### config.mk
export PLATFORM = sky130hd
export DESIGN_NAME = pwm_cmd_seq
export DESIGN_NICKNAME = d
export VERILOG_FILES = /design/src/rtl/pwm_pkg.sv /design/src/rtl/pwm_cmd_fifo.sv /design/src/rtl/pwm_cmd_seq.sv
export SDC_FILE = /design/constraint.sdc
export NUM_CORES = 1
export LEC_CHECK = 0
export CAP_MARGIN = 40
export CORE_AREA = 5 5 112 114
export CTS_CLUSTER_DIAMETER = 120
export CTS_CLUSTER_SIZE = 20
export DETAILED_ROUTE_END_ITERATION = 10
export DIE_AREA = 0 0 117 119
export PLACE_DENSITY = 0.75
export SYNTH_ARGS = -nofsm -noshare
export SYNTH_HDL_FRONTEND = slang
export SYNTH_HIERARCHICAL = 1
export SYNTH_SLANG_ARGS = --single-unit
export TNS_END_PERCENT = 1
### constraint.sdc
create_clock -name clk -period 5.7 [get_ports clk]
set_clock_uncertainty 0.05 [all_clocks]
set_input_delay 1.425 -clock clk [delete_from_list [all_inputs] [get_ports clk]]
set_output_delay 1.425 -clock clk [all_outputs]
set_load 0.02 [all_outputs]
### src/rtl/pwm_pkg.sv
// -----------------------------------------------------------------------------
// pwm_pkg
// Shared types and constants for the PWM command sequencer.
//   sel_e        : register select toward the PWM generator (none/cmp/top/cnt)
//   pwm_cmd_t    : queued command {addr, data}
//   seq_state_e  : sequencer states
//   FIFO_DEPTH_DEF : default command FIFO depth
//   step_toward  : one-count move of a 16-bit value toward a target, never
//                  overshooting and never wrapping
// -----------------------------------------------------------------------------
package pwm_pkg;

    localparam int FIFO_DEPTH_DEF = 4;
    localparam int CMD_W          = 18;

    typedef enum logic [1:0] {
        SEL_NONE = 2'd0,
        SEL_CMP  = 2'd1,
        SEL_TOP  = 2'd2,
        SEL_CNT  = 2'd3
    } sel_e;

    typedef struct packed {
        sel_e        addr;
        logic [15:0] data;
    } pwm_cmd_t;

    typedef enum logic {
        ST_IDLE = 1'b0,
        ST_RAMP = 1'b1
    } seq_state_e;

    // Strict compares guard both ends: cur < tgt implies cur != 16'hFFFF,
    // cur > tgt implies cur != 0, so neither branch can wrap.
    function automatic logic [15:0] step_toward(input logic [15:0] cur,
                                                input logic [15:0] tgt);
        logic [15:0] nxt;
        nxt = cur;
        if (cur < tgt) begin
            nxt = cur + 16'd1;
        end else if (cur > tgt) begin
            nxt = cur - 16'd1;
        end
        return nxt;
    endfunction

endpackage

### src/rtl/pwm_cmd_fifo.sv
// -----------------------------------------------------------------------------
// pwm_cmd_fifo
// Synchronous FIFO holding pending sequencer commands. Show-ahead read: the
// head entry is visible on rd_data whenever empty is low.
// Ports:
//   clk      in   clock, rising edge
//   rst      in   synchronous active-high reset (empties the FIFO)
//   push     in   write push_data (ignored when full or in reset)
//   push_data in  18-bit packed command
//   pop      in   drop head entry (ignored when empty or in reset)
//   rd_data  out  head entry
//   full     out  DEPTH entries stored
//   empty    out  no entries stored
// Parameter DEPTH must be a power of two >= 2.
// -----------------------------------------------------------------------------
module pwm_cmd_fifo
    import pwm_pkg::*;
#(
    parameter int DEPTH = FIFO_DEPTH_DEF
) (
    input  logic              clk,
    input  logic              rst,
    input  logic              push,
    input  logic [CMD_W-1:0]  push_data,
    input  logic              pop,
    output logic [CMD_W-1:0]  rd_data,
    output logic              full,
    output logic              empty
);

    localparam int            AW       = (DEPTH > 1) ? $clog2(DEPTH) : 1;
    localparam logic [AW:0]   CNT_FULL = (AW+1)'(DEPTH);

    logic [CMD_W-1:0] mem_q [DEPTH];
    logic [AW-1:0]    wr_ptr_q, wr_ptr_d;
    logic [AW-1:0]    rd_ptr_q, rd_ptr_d;
    logic [AW:0]      count_q, count_d;
    logic             do_push;
    logic             do_pop;

    // Full is judged on the pre-edge count, so a pop in the same cycle
    // does not open a slot for a push.
    always_comb begin
        full     = (count_q == CNT_FULL);
        empty    = (count_q == '0);
        do_push  = push && !full;
        do_pop   = pop && !empty;
        wr_ptr_d = wr_ptr_q;
        rd_ptr_d = rd_ptr_q;
        count_d  = count_q;
        if (do_push) begin
            wr_ptr_d = wr_ptr_q + AW'(1);
        end
        if (do_pop) begin
            rd_ptr_d = rd_ptr_q + AW'(1);
        end
        if (do_push && !do_pop) begin
            count_d = count_q + (AW+1)'(1);
        end else if (do_pop && !do_push) begin
            count_d = count_q - (AW+1)'(1);
        end
    end

    always_ff @(posedge clk) begin
        if (rst) begin
            wr_ptr_q <= '0;
            rd_ptr_q <= '0;
            count_q  <= '0;
        end else begin
            wr_ptr_q <= wr_ptr_d;
            rd_ptr_q <= rd_ptr_d;
            count_q  <= count_d;
        end
    end

    // Storage carries no reset; the pointers alone define validity.
    always_ff @(posedge clk) begin
        if (do_push && !rst) begin
            mem_q[wr_ptr_q] <= push_data;
        end
    end

    assign rd_data = mem_q[rd_ptr_q];

endmodule

### src/rtl/pwm_cmd_seq.sv
// -----------------------------------------------------------------------------
// pwm_cmd_seq
// Queues register-write commands and replays them to a PWM generator as
// single-cycle writes on sel/d. Commands with addr 0 are consumed silently.
// Optional macro PWM_RAMP_EN: compare writes slew one count per cycle from
// the last written compare value to the new target instead of jumping.
//
// Ports:
//   clk        in   clock, rising edge
//   rst        in   synchronous active-high reset, drops all pending work
//   cmd_valid  in   upstream command valid
//   cmd_ready  out  FIFO not full; command taken on valid && ready
//   cmd_addr   in   target: 0 none, 1 cmp, 2 top, 3 cnt
//   cmd_data   in   value to write
//   sel        out  register select to PWM generator
//   d          out  load value to PWM generator
//   busy       out  FIFO non-empty or a ramp in progress
//
// state   | meaning
// --------+----------------------------------------------------------------
// IDLE    | pop one command per cycle while the FIFO has entries
// RAMP    | stepping cur_cmp toward tgt one count per cycle, pops paused
// -----------------------------------------------------------------------------
module pwm_cmd_seq
    import pwm_pkg::*;
#(
    parameter int FIFO_DEPTH = FIFO_DEPTH_DEF
) (
    input  logic        clk,
    input  logic        rst,
    input  logic        cmd_valid,
    output logic        cmd_ready,
    input  logic [1:0]  cmd_addr,
    input  logic [15:0] cmd_data,
    output logic [1:0]  sel,
    output logic [15:0] d,
    output logic        busy
);

    logic             fifo_full;
    logic             fifo_empty;
    logic             fifo_pop;
    logic [CMD_W-1:0] head_raw;
    pwm_cmd_t         head;

    seq_state_e  state_q, state_d;
    logic [1:0]  sel_q, sel_d;
    logic [15:0] d_q, d_d;
    logic [15:0] cur_cmp_q, cur_cmp_d;
    logic [15:0] tgt_q, tgt_d;
    logic [15:0] ramp_step;
`ifdef PWM_RAMP_EN
    logic [15:0] head_step;
`endif

    pwm_cmd_fifo #(
        .DEPTH (FIFO_DEPTH)
    ) u_fifo (
        .clk       (clk),
        .rst       (rst),
        .push      (cmd_valid),
        .push_data ({cmd_addr, cmd_data}),
        .pop       (fifo_pop),
        .rd_data   (head_raw),
        .full      (fifo_full),
        .empty     (fifo_empty)
    );

    assign head      = pwm_cmd_t'(head_raw);
    assign ramp_step = step_toward(cur_cmp_q, tgt_q);
`ifdef PWM_RAMP_EN
    // The first ramp step is emitted on the pop edge itself, so a target one
    // count away (or equal) completes without ever entering RAMP.
    assign head_step = step_toward(cur_cmp_q, head.data);
`endif

    // State register and output/datapath registers.
    always_ff @(posedge clk) begin
        if (rst) begin
            state_q   <= ST_IDLE;
            sel_q     <= SEL_NONE;
            d_q       <= '0;
            cur_cmp_q <= '0;
            tgt_q     <= '0;
        end else begin
            state_q   <= state_d;
            sel_q     <= sel_d;
            d_q       <= d_d;
            cur_cmp_q <= cur_cmp_d;
            tgt_q     <= tgt_d;
        end
    end

    // Next-state logic.
    always_comb begin
        state_d = state_q;
        case (state_q)
            ST_IDLE: begin
`ifdef PWM_RAMP_EN
                if (!fifo_empty && (head.addr == SEL_CMP) && (head_step != head.data)) begin
                    state_d = ST_RAMP;
                end
`endif
            end
            ST_RAMP: begin
                if (ramp_step == tgt_q) begin
                    state_d = ST_IDLE;
                end
            end
            default: state_d = ST_IDLE;
        endcase
    end

    // Output logic: pop control and the next write presented on sel/d.
    // Anything not explicitly written falls back to sel=0, d=0.
    always_comb begin
        fifo_pop  = 1'b0;
        sel_d     = SEL_NONE;
        d_d       = '0;
        cur_cmp_d = cur_cmp_q;
        tgt_d     = tgt_q;
        case (state_q)
            ST_IDLE: begin
                if (!fifo_empty) begin
                    fifo_pop = 1'b1;
                    case (head.addr)
                        SEL_NONE: begin
                        end
                        SEL_CMP: begin
                            sel_d     = SEL_CMP;
`ifdef PWM_RAMP_EN
                            d_d       = head_step;
                            cur_cmp_d = head_step;
                            tgt_d     = head.data;
`else
                            d_d       = head.data;
                            cur_cmp_d = head.data;
`endif
                        end
                        default: begin
                            sel_d = head.addr;
                            d_d   = head.data;
                        end
                    endcase
                end
            end
            ST_RAMP: begin
                sel_d     = SEL_CMP;
                d_d       = ramp_step;
                cur_cmp_d = ramp_step;
            end
            default: begin
            end
        endcase
    end

    assign sel       = sel_q;
    assign d         = d_q;
    assign cmd_ready = !fifo_full;
    assign busy      = !fifo_empty || (state_q != ST_IDLE);

endmodule

Word level (Yosys, flattened, before mapping)
Memory sizes are Yosys's and may differ from the RTL's. A register that Yosys moved wholly into a read port is not among the register bits.
Cells that the tools add are included.
Word-level totals
  bits in registers: 42
  memory bits (writable): 72
  input bits: 21
  output and inout port bits: 20
  memories: 1
Memories
  u_fifo.mem_q: words 4, width 18, rd ports 1, clocked after memory_dff 1, wr ports 1, line pwm_cmd_fifo.sv:34  | logic [CMD_W-1:0] mem_q [DEPTH];
Cells by class
  $add $sub $neg: 6
  order comparisons: 2
  eq/ne operators: 4
  muxes and demuxes: 20
  bitwise gates (word level): 1
  reductions and logical operators: 17
Operator list (count)
  $mux W16: 6
  $pmux W16 S2: 2
  $add A16 B1 Y16 const B: 1
  $gt A16 B1 Y1 const B: 1
  $logic_not A16 Y1: 1
  $lt A16 B1 Y1 const B: 1
  $sub A16 B1 Y16 const B: 1
  $pmux W2 S2: 2
  $mux W2: 3
  $mux W3: 2
  $logic_and A1 B1 Y1: 5
  $logic_not A1 Y1: 5
  $mux W1: 5
  $add A2 B1 Y2 const B: 2
  $add A3 B1 Y3 const B: 1
  $eq A3 B3 Y1 const B: 1
  $logic_not A3 Y1: 1
  $sub A3 B1 Y3 const B: 1
  $eq A2 B1 Y1 const B: 1
  $logic_not A2 Y1: 1
  $ne A2 B1 Y1 const B: 1
  $ne A2 B2 Y1 const B: 1
  $reduce_and A2 Y1: 1
  $reduce_bool A2 Y1: 1
  other kinds (3): 3

Depth between registers and ports, before layout
Gate-level depths: netlist (run 1).
  depth in word-level cells: 7
  mapped depth: 9
  mapped depth without buffers: 9

By module
The synthesis (run 1) kept the hierarchy.
By module, submodules not included
  pwm_cmd_fifo: instances 1, cells an instance 143, area each 3093.0 um2
  pwm_cmd_seq: instances 1, cells an instance 235, area each 1891.8 um2

Worst setup path after synthesis (run 1)
OpenSTA, ideal clock, no wires.
  kind: input port to flip-flop
  from: in rst
  to: mem u_fifo.mem_q[0][0] (enable)
  setup time: 0.420 ns
  arrival time: 3.036 ns
  data required time: 5.230 ns
  path slack: 2.194 ns
  cell stages on the path: 2
  buffers on the path: 1
  cell sequence: clkbuf_1 > nor3b_1
On the way
  word-level cells in the longest chain between the ends: 4
RTL lines
  start: declaration: line pwm_cmd_seq.sv:30  | input logic rst,
  $logic_not A1 Y1: line pwm_cmd_fifo.sv:78  | if (do_push && !rst) begin
  $logic_and A1 B1 Y1: line pwm_cmd_fifo.sv:78
  $mux W1: line pwm_cmd_fifo.sv:78
  $mux W1 (not written as such): line pwm_cmd_fifo.sv:79  | mem_q[wr_ptr_q] <= push_data;
  end: declaration: line pwm_cmd_fifo.sv:34
No other way between the ends.

Final worst setup path (run 1)
  from: reg state_q
  to: out busy
On the way
  word-level cells in the longest chain between the ends: 1
RTL lines
  start: declaration: line pwm_cmd_seq.sv:46  | seq_state_e state_q, state_d;
  start signal: assignment: line pwm_cmd_seq.sv:86  | state_q <= state_d;
  $logic_or A1 B1 Y1: line pwm_cmd_seq.sv:160  | assign busy = !fifo_empty || (state_q != ST_IDLE);
  end: declaration: line pwm_cmd_seq.sv:37  | output logic busy
No other way between the ends.

==> results by group, run 1 <==
Die
  • Rows: 39
  • Boundary Pins: just over 40
  • Die height: approximately 120 um
  • Die width: 117 um
  • Core Area: approximately 11000 um2
  • Initial Utilization: 44.0%
  • Full die area: 13900 um2

Timing
  • Worst slew pin tran: 0.900 ns
  • Slew HR: around 40%
  • Fmax achieved: around 230 MHz
  • Max-slew violation count: 0
  • Sum Neg Setup Slack: 0 ns
  • Crit share post-route: approximately 77%
  • Final critical-path setup slack: 1.32 ns
  • Final Hold Vio Count: 0
  • Final hold slack: around 0.49 ns
  • Final min period: 4.38 ns
  • Finish-stage setup viols: 0
  • RSZ-0062 raised after global routing: no

Clock network
  • Clock Latency Late Sink: roughly 0.4 ns
  • TritonCTS clock tree: done
  • Clk root buf: clkbuf_16
  • Clock buffer depth: 2
  • Post CTS Setup Buffer Count: 0
  • TritonCTS buffer count: 17
  • Clock sink count: approximately 120
  • H-tree Lvls: 4
  • Cts repair resizes: 0
  • Hold-fix buffer count after cts: 0
  • Clk slew on worst S/H paths: 0.05 ns

Detailed routing
  • Post-DR vias/cell: between 5 and 6
  • DRT antenna net count: 0
  • # DRC: 0
  • WL final: 10.6 mm
  • Drt initial violations: 146
  • DR vias: roughly 3300
  • Post-DR wirelength/cell: between 15 and 20 um
  • Pre-Repair DR Iteration Count: 4

Logic synthesis
  • Synth Flop Type: edfxtp_1
  • Largest family of logic cells by synthesized area: simple AND/OR/NAND/NOR gates
  • Syn Nets: between 400 and 500
  • Post-synthesis sequential area ratio: between 60 and 70%
  • Yosys warnings: 6
  • FF+latch count, synth: 116
  • Area of the mapped netlist: 4980 um2
  • Syn_area_per_cell: ~13 um2
  • Post-synthesis compound-gate area fraction: 9.71%
  • Xor/xnor share of the synthesized area: under 10%
  • Post-synthesis mux area share: roughly a tenth
  • Simple logic cell fraction of the synthesized area: approximately an eighth
  • Async SR Flop Fraction: 0%
  • Post-Synth Adder-Cell Area: ~1.9%
  • Post-Syn Instances: roughly 380
  • Yosys cell types: 54
  • Post-synth EDFFs: ~70

Final layout
  • N_diodes: 0
  • Most frequent cells in the layout: edfxtp_1, dfxtp_1, clkdlybuf4s50_1, nand2_1, a21oi_1
  • Filler Cell Count: ~930
  • Commonest non-fill, non-tap cell in the layout: edfxtp_1
  • Final Non-Filler Cells: 577
  • Final net count: 450
  • Area grow syn2layout: 21.8%
  • Share of layout cells above drive strength 1: between 10% and 20%

Worst setup path
  • Reg2reg setup slack: 2.95 ns
  • WS Path Type: reg -> out
  • Startpoint type of the worst setup path: register
  • Worst-path maximum fanout: 28
  • CP Capture Type: primary output
  • Crit path DAT: 2.90 ns
  • Required time of the critical path: approximately 4.2 ns

Global route
  • Largest net degree at the start of global routing: 49
  • First-pass GRT wire length: 16.8 mm
  • Antenna violations before repair: 0
  • Vias in the first global route: 3373
  • Remaining Overflow, GRT: 0
  • GRT Overall Usage: between 15 and 20%

Worst hold path
  • Min-delay worst type: reg -> reg

Pwr
  • Flop pwr share: about 34%
  • Power Internal: between 2 and 2.5 mW
  • Reported net switching power: around 1.1 mW
  • Gate power share: a little over a third
  • Leak: 2.08 nW
  • Total power: 3.24 mW
  • Pwr dens: between 500 and 600 nW/um2
  • Switching share of power: a little over a third
  • Peak supply drop: between 0.3 and 0.4 mV
  • Clock power share: a little under a third

Placed design
  • Pre-CTS setup slack: around 1.8 ns
  • Routability cong.: about 0.86
  • Post-detail-place hpwl: around 6.6 mm
  • # placed instances: roughly 550
  • Port bufs: 40

Flow run
  • Max Cap Viol: 0

Status
  • Status: completed
[registers in the layout (all words and copies together) (netlist names), named ones only]
register	cells
cur_cmp_q	16
u_fifo/wr_ptr_q	2
state_q	1
u_fifo/count_q	3
u_fifo/mem_q	72
sel	2
d	16
u_fifo/rd_ptr_q	2
[cells in the mapped netlist (3+ instances only)]
cell type | n | area (um2)
clkbuf_1 | 13 | 48.8
o21ai_1 | 3 | 15.0
nor2_1 | 22 | 82.6
xor2_1 | 5 | 43.8
a21oi_1 | 28 | 140
nor4_1 | 7 | 43.8
nand2b_1 | 5 | 31.3
edfxtp_1 | 72 | 2160
or4_1 | 3 | 22.5
buf_2 | 4 | 20.0
mux4_2 | 18 | 405
buf_6 | 3 | 33.8
a211oi_1 | 4 | 30.0
o31ai_1 | 4 | 30.0
mux2i_1 | 3 | 30.0
a22oi_1 | 4 | 30.0
o21ai_0 | 14 | 70.1
o31a_1 | 5 | 43.8
or3_1 | 5 | 31.3
inv_1 | 9 | 33.8
nand2_1 | 29 | 109
xnor2_1 | 4 | 35.0
dfxtp_1 | 44 | 881
nor3_1 | 13 | 65.1
ha_1 | 6 | 75.1
nor3b_1 | 8 | 60.1
o21a_1 | 3 | 22.5
mux2_2 | 8 | 90.1
[per-layer routing]
metal | wire (um) | GRT usage, % | vias to the layer above | part of all wire, %
li1 | - | - | 1527 | -
met1 | 4570 | 19.7 | 1646 | 43
met2 | 5370 | 25.8 | 94 | 51
met3 | 510 | 5.38 | 15 | 4.8
met4 | 140 | 6.24 | 0 | 1.3
met5 | 0 | 0 | - | 0
[logic make-up (layout without fill, tap and decap cells)]
family / count (synthesis) / after routing
multiplexers: 29 / 29
AO/OA/AOI/OAI: 76 / 76
XOR/XNOR: 9 / 9
flip-flops: 116 / 116
buffers and inverters: 33 / 89
adder cells (fa/ha/maj): 7 / 7
AND/OR/NAND/NOR: 108 / 108
[critical path, cell delays in order, from the launching register on]
cell,delay (ns)
dfxtp_1,0.90
clkinv_1,0.72
nand2_1,0.24
clkdlybuf4s50_1,0.63
[layout make-up]
cell class,instances,area [um2],area share [%]
clock buffer,17,425,7.00
clock inverter,14,131,2.16
inverter,11,41.3,0.680
multi-input combinational,229,1810,29.8
sequential,116,3040,50.1
tap,143,179,2.95
timing repair buffer,47,445,7.33
[metrics by stage]
stage | util [%] | instance area [um2]
after floorplan | - | 4980
after global placement | 48.7 | 5510
after detailed placement | 48.7 | 5520
after CTS | 53.6 | 6070
after global routing | 53.6 | 6070
final | 53.6 | 6070
[power by group through the flow]
stage | Sequential (mW) | Clock (mW) | Combinational, mW
CTS | 1.08 | 1.01 | 1.16
finish | 1.08 | 0.993 | 1.16
floorplan | 1.10 | 0 | 0.863
global placement | 1.09 | 0 | 1.11
global route | 1.10 | 1.05 | 1.26
detailed placement | 1.10 | 0 | 1.14
[path summary, 6_finish.rpt]
| kind | from | to | cells past startpoint |
|---|---|---|---|
| worst min-delay path | u_fifo/wr_ptr_q[1] | u_fifo/wr_ptr_q[1] | 2 |
| worst max register to register | register | cur_cmp_q[12] | 7 |
| worst min register to register | u_fifo/wr_ptr_q[1] | u_fifo/wr_ptr_q[1] | 2 |
| worst max-delay path | state_q | busy | 3 |
No activity file was read; power rests on OpenSTA's default activity.
==> run 2, diff against run 1 <==
--- a/config.mk
+++ b/config.mk
@@ -11,7 +11,7 @@
 export CTS_CLUSTER_SIZE = 20
 export DETAILED_ROUTE_END_ITERATION = 10
 export DIE_AREA = 0 0 117 119
-export PLACE_DENSITY = 0.75
+export PLACE_DENSITY = 0.78
 export SYNTH_ARGS = -nofsm -noshare
 export SYNTH_HDL_FRONTEND = slang
 export SYNTH_HIERARCHICAL = 1
==> constraint.sdc (replaced) <==
create_clock -name clk -period 3.8 [get_ports clk]
set_clock_uncertainty 0.05 [all_clocks]
set_input_delay 0.95 -clock clk [delete_from_list [all_inputs] [get_ports clk]]
set_output_delay 0.95 -clock clk [all_outputs]
set_load 0.02 [all_outputs]
==> results by group, run 2 (synthesis gave the netlist of run 1 again) <==
Status
  • Status: completed

Pwr
  • Peak supply drop: around 0.38 mV
  • Leak: 2.08 nW
  • Pwr dens: roughly 800 nW/um2

Timing
  • Final min period: 3.01 ns
  • Slew HR: 52.7%
  • Finish-stage setup viols: 0
  • Final hold slack: about 0.47 ns
  • Sum Neg Setup Slack: 0 ns
  • RSZ-0062 raised after global routing: no
  • Crit share post-route: roughly 79%
  • Worst slew pin tran: a little over 0.7 ns
  • Final Hold Vio Count: 0
  • Max-slew violation count: 0
  • Final critical-path setup slack: around 0.79 ns
  • Fmax achieved: approximately 330 MHz

Final layout
  • Filler Cell Count: 916
  • Commonest non-fill, non-tap cell in the layout: edfxtp_1
  • Post-route cell area: about 6100 um2
  • Share of layout cells above drive strength 1: a little under a fifth
  • Area grow syn2layout: 22.6%
  • N_diodes: 0
  • Reg with most FFs: u_fifo/mem_q
  • Final net count: ~450
  • Most frequent cells in the layout: edfxtp_1, dfxtp_1, clkdlybuf4s50_1, nand2_1, a21oi_1
  • Max FFs per register: about 70

Die
  • Initial Utilization: between 40% and 50%
  • Full die area: around 14000 um2
  • Die height: approximately 120 um
  • Boundary Pins: 41
  • Die width: about 120 um
  • Rows: 39
  • Core Area: ~11000 um2

Worst setup path
  • Reg2reg setup slack: roughly 1.2 ns
  • Startpoint type of the worst setup path: register
  • Reg2Reg Launch Point: cur_cmp_q[0]
  • Worst-path maximum fanout: 17
  • Worst r2r dst: state_q
  • Required time of the critical path: approximately 2.8 ns
  • WS Path Type: reg -> out
  • Crit path DAT: between 2 and 2.5 ns
  • R2R cell count: 7
  • CP Capture Type: primary output

Global route
  • Largest net degree at the start of global routing: 42
  • Vias in the first global route: about 3400
  • Met1 usage: 19.1%
  • Antenna violations before repair: 0
  • Remaining Overflow, GRT: 0
  • First-pass GRT wire length: between 15 and 20 mm
  • Layer with the highest usage: met2
  • Grt met3 use: ~4.8%
  • GRT Overall Usage: 15.9%
  • Met2 usage: 25.9%

Clock network
  • Hold-fix buffer count after cts: 0
  • TritonCTS buffer count: 17
  • Post CTS Setup Buffer Count: 0
  • Clock Latency Late Sink: 0.41 ns
  • Clk slew on worst S/H paths: roughly 0.050 ns
  • Clk root buf: clkbuf_16
  • TritonCTS clock tree: done
  • Clock buffer depth: 2
  • H-tree Lvls: 4
  • Cts repair resizes: 0
  • Clock sink count: between 100 and 150

Worst hold path
  • Worst hold path startpoint: u_fifo/wr_ptr_q[1]
  • Endpoint, Worst Hold: u_fifo/wr_ptr_q[1]
  • Min-delay worst type: reg -> reg
  • Hold path depth: 2

Detailed routing
  • Pre-Repair DR Iteration Count: 5
  • WL final: around 10 mm
  • DR vias: roughly 3200
  • Post-DR wirelength/cell: between 15 and 20 um
  • Drt initial violations: 218
  • Post-DR vias/cell: around 5.5
  • DRT antenna net count: 0
  • # DRC: 0

Flow run
  • Max Cap Viol: 0

Placed design
  • Post-detail-place hpwl: approximately 6.6 mm
  • Post-DP Area: 5550 um2
  • Routability cong.: about 0.83
  • Pre-CTS setup slack: ~0.77 ns
  • Port bufs: 40
==> run 2: changes by cell type in the layout (fill, tap and decap cells not counted), sizes merged <==
cell	previous run	this run
buf	8	10
bufinv	1	2
clkdlybuf4s50	39	40
clkinv	11	8
clkinvlp	0	6
inv	13	10
==> run 2: how the worst max path moves through the flow <==
stage / from / to / cells after the start
floorplan: rst / u_fifo/mem_q[0][0] / 2
global placement: cmd_valid / u_fifo/count_q[2] / 9
detailed placement: cmd_valid / u_fifo/count_q[2] / 9
CTS: state_q / busy / 3
global route: state_q / busy / 3
finish: state_q / busy / 3
==> run 2: worst max-delay path, cell delays in order (launching register included) <==
cell	delay, ns
dfxtp_1	0.33
clkinv_1	0.42
nand2_1	0.23
clkdlybuf4s50_1	0.62
==> run 2: area by class of cell <==
class | instances | area [um2] | share of cell area [%]
clock inverters | 15 | 141 | 2.31
inverters | 11 | 41.3 | 0.675
flip-flops and latches | 116 | 3040 | 49.8
repair buffers | 50 | 475 | 7.78
clock buffers | 17 | 425 | 6.96
multi-input cells | 229 | 1810 | 29.6
well taps | 143 | 179 | 2.93
==> run 2: power breakdown <==
group / total, mW / internal [mW] / switching, mW
sequential: 1.62 / 1.49 / 0.125
combinational: 1.76 / 0.764 / 0.992
clock: 1.50 / 0.951 / 0.546
total: 4.87 / 3.21 / 1.66
==> run 2: metal layers <==
layer / wire, um / vias to the layer above
met5: 0 / -
met4: 240 / 0
met3: 556 / 22
met2: 5250 / 92
met1: 4140 / 1569
li1: - / 1528
==> run 2: stage by stage <==
stage / utilization (%) / power [mW] / std cells
4_1_cts: 54.0 / 4.90 / 581
3_5_place_dp: 49.0 / 3.37 / 549
2_1_floorplan: - / 2.95 / 378
6_report: 54.0 / 4.87 / 581
3_3_place_gp: 49.0 / 3.30 / 549
5_1_grt: 54.0 / 5.15 / 581
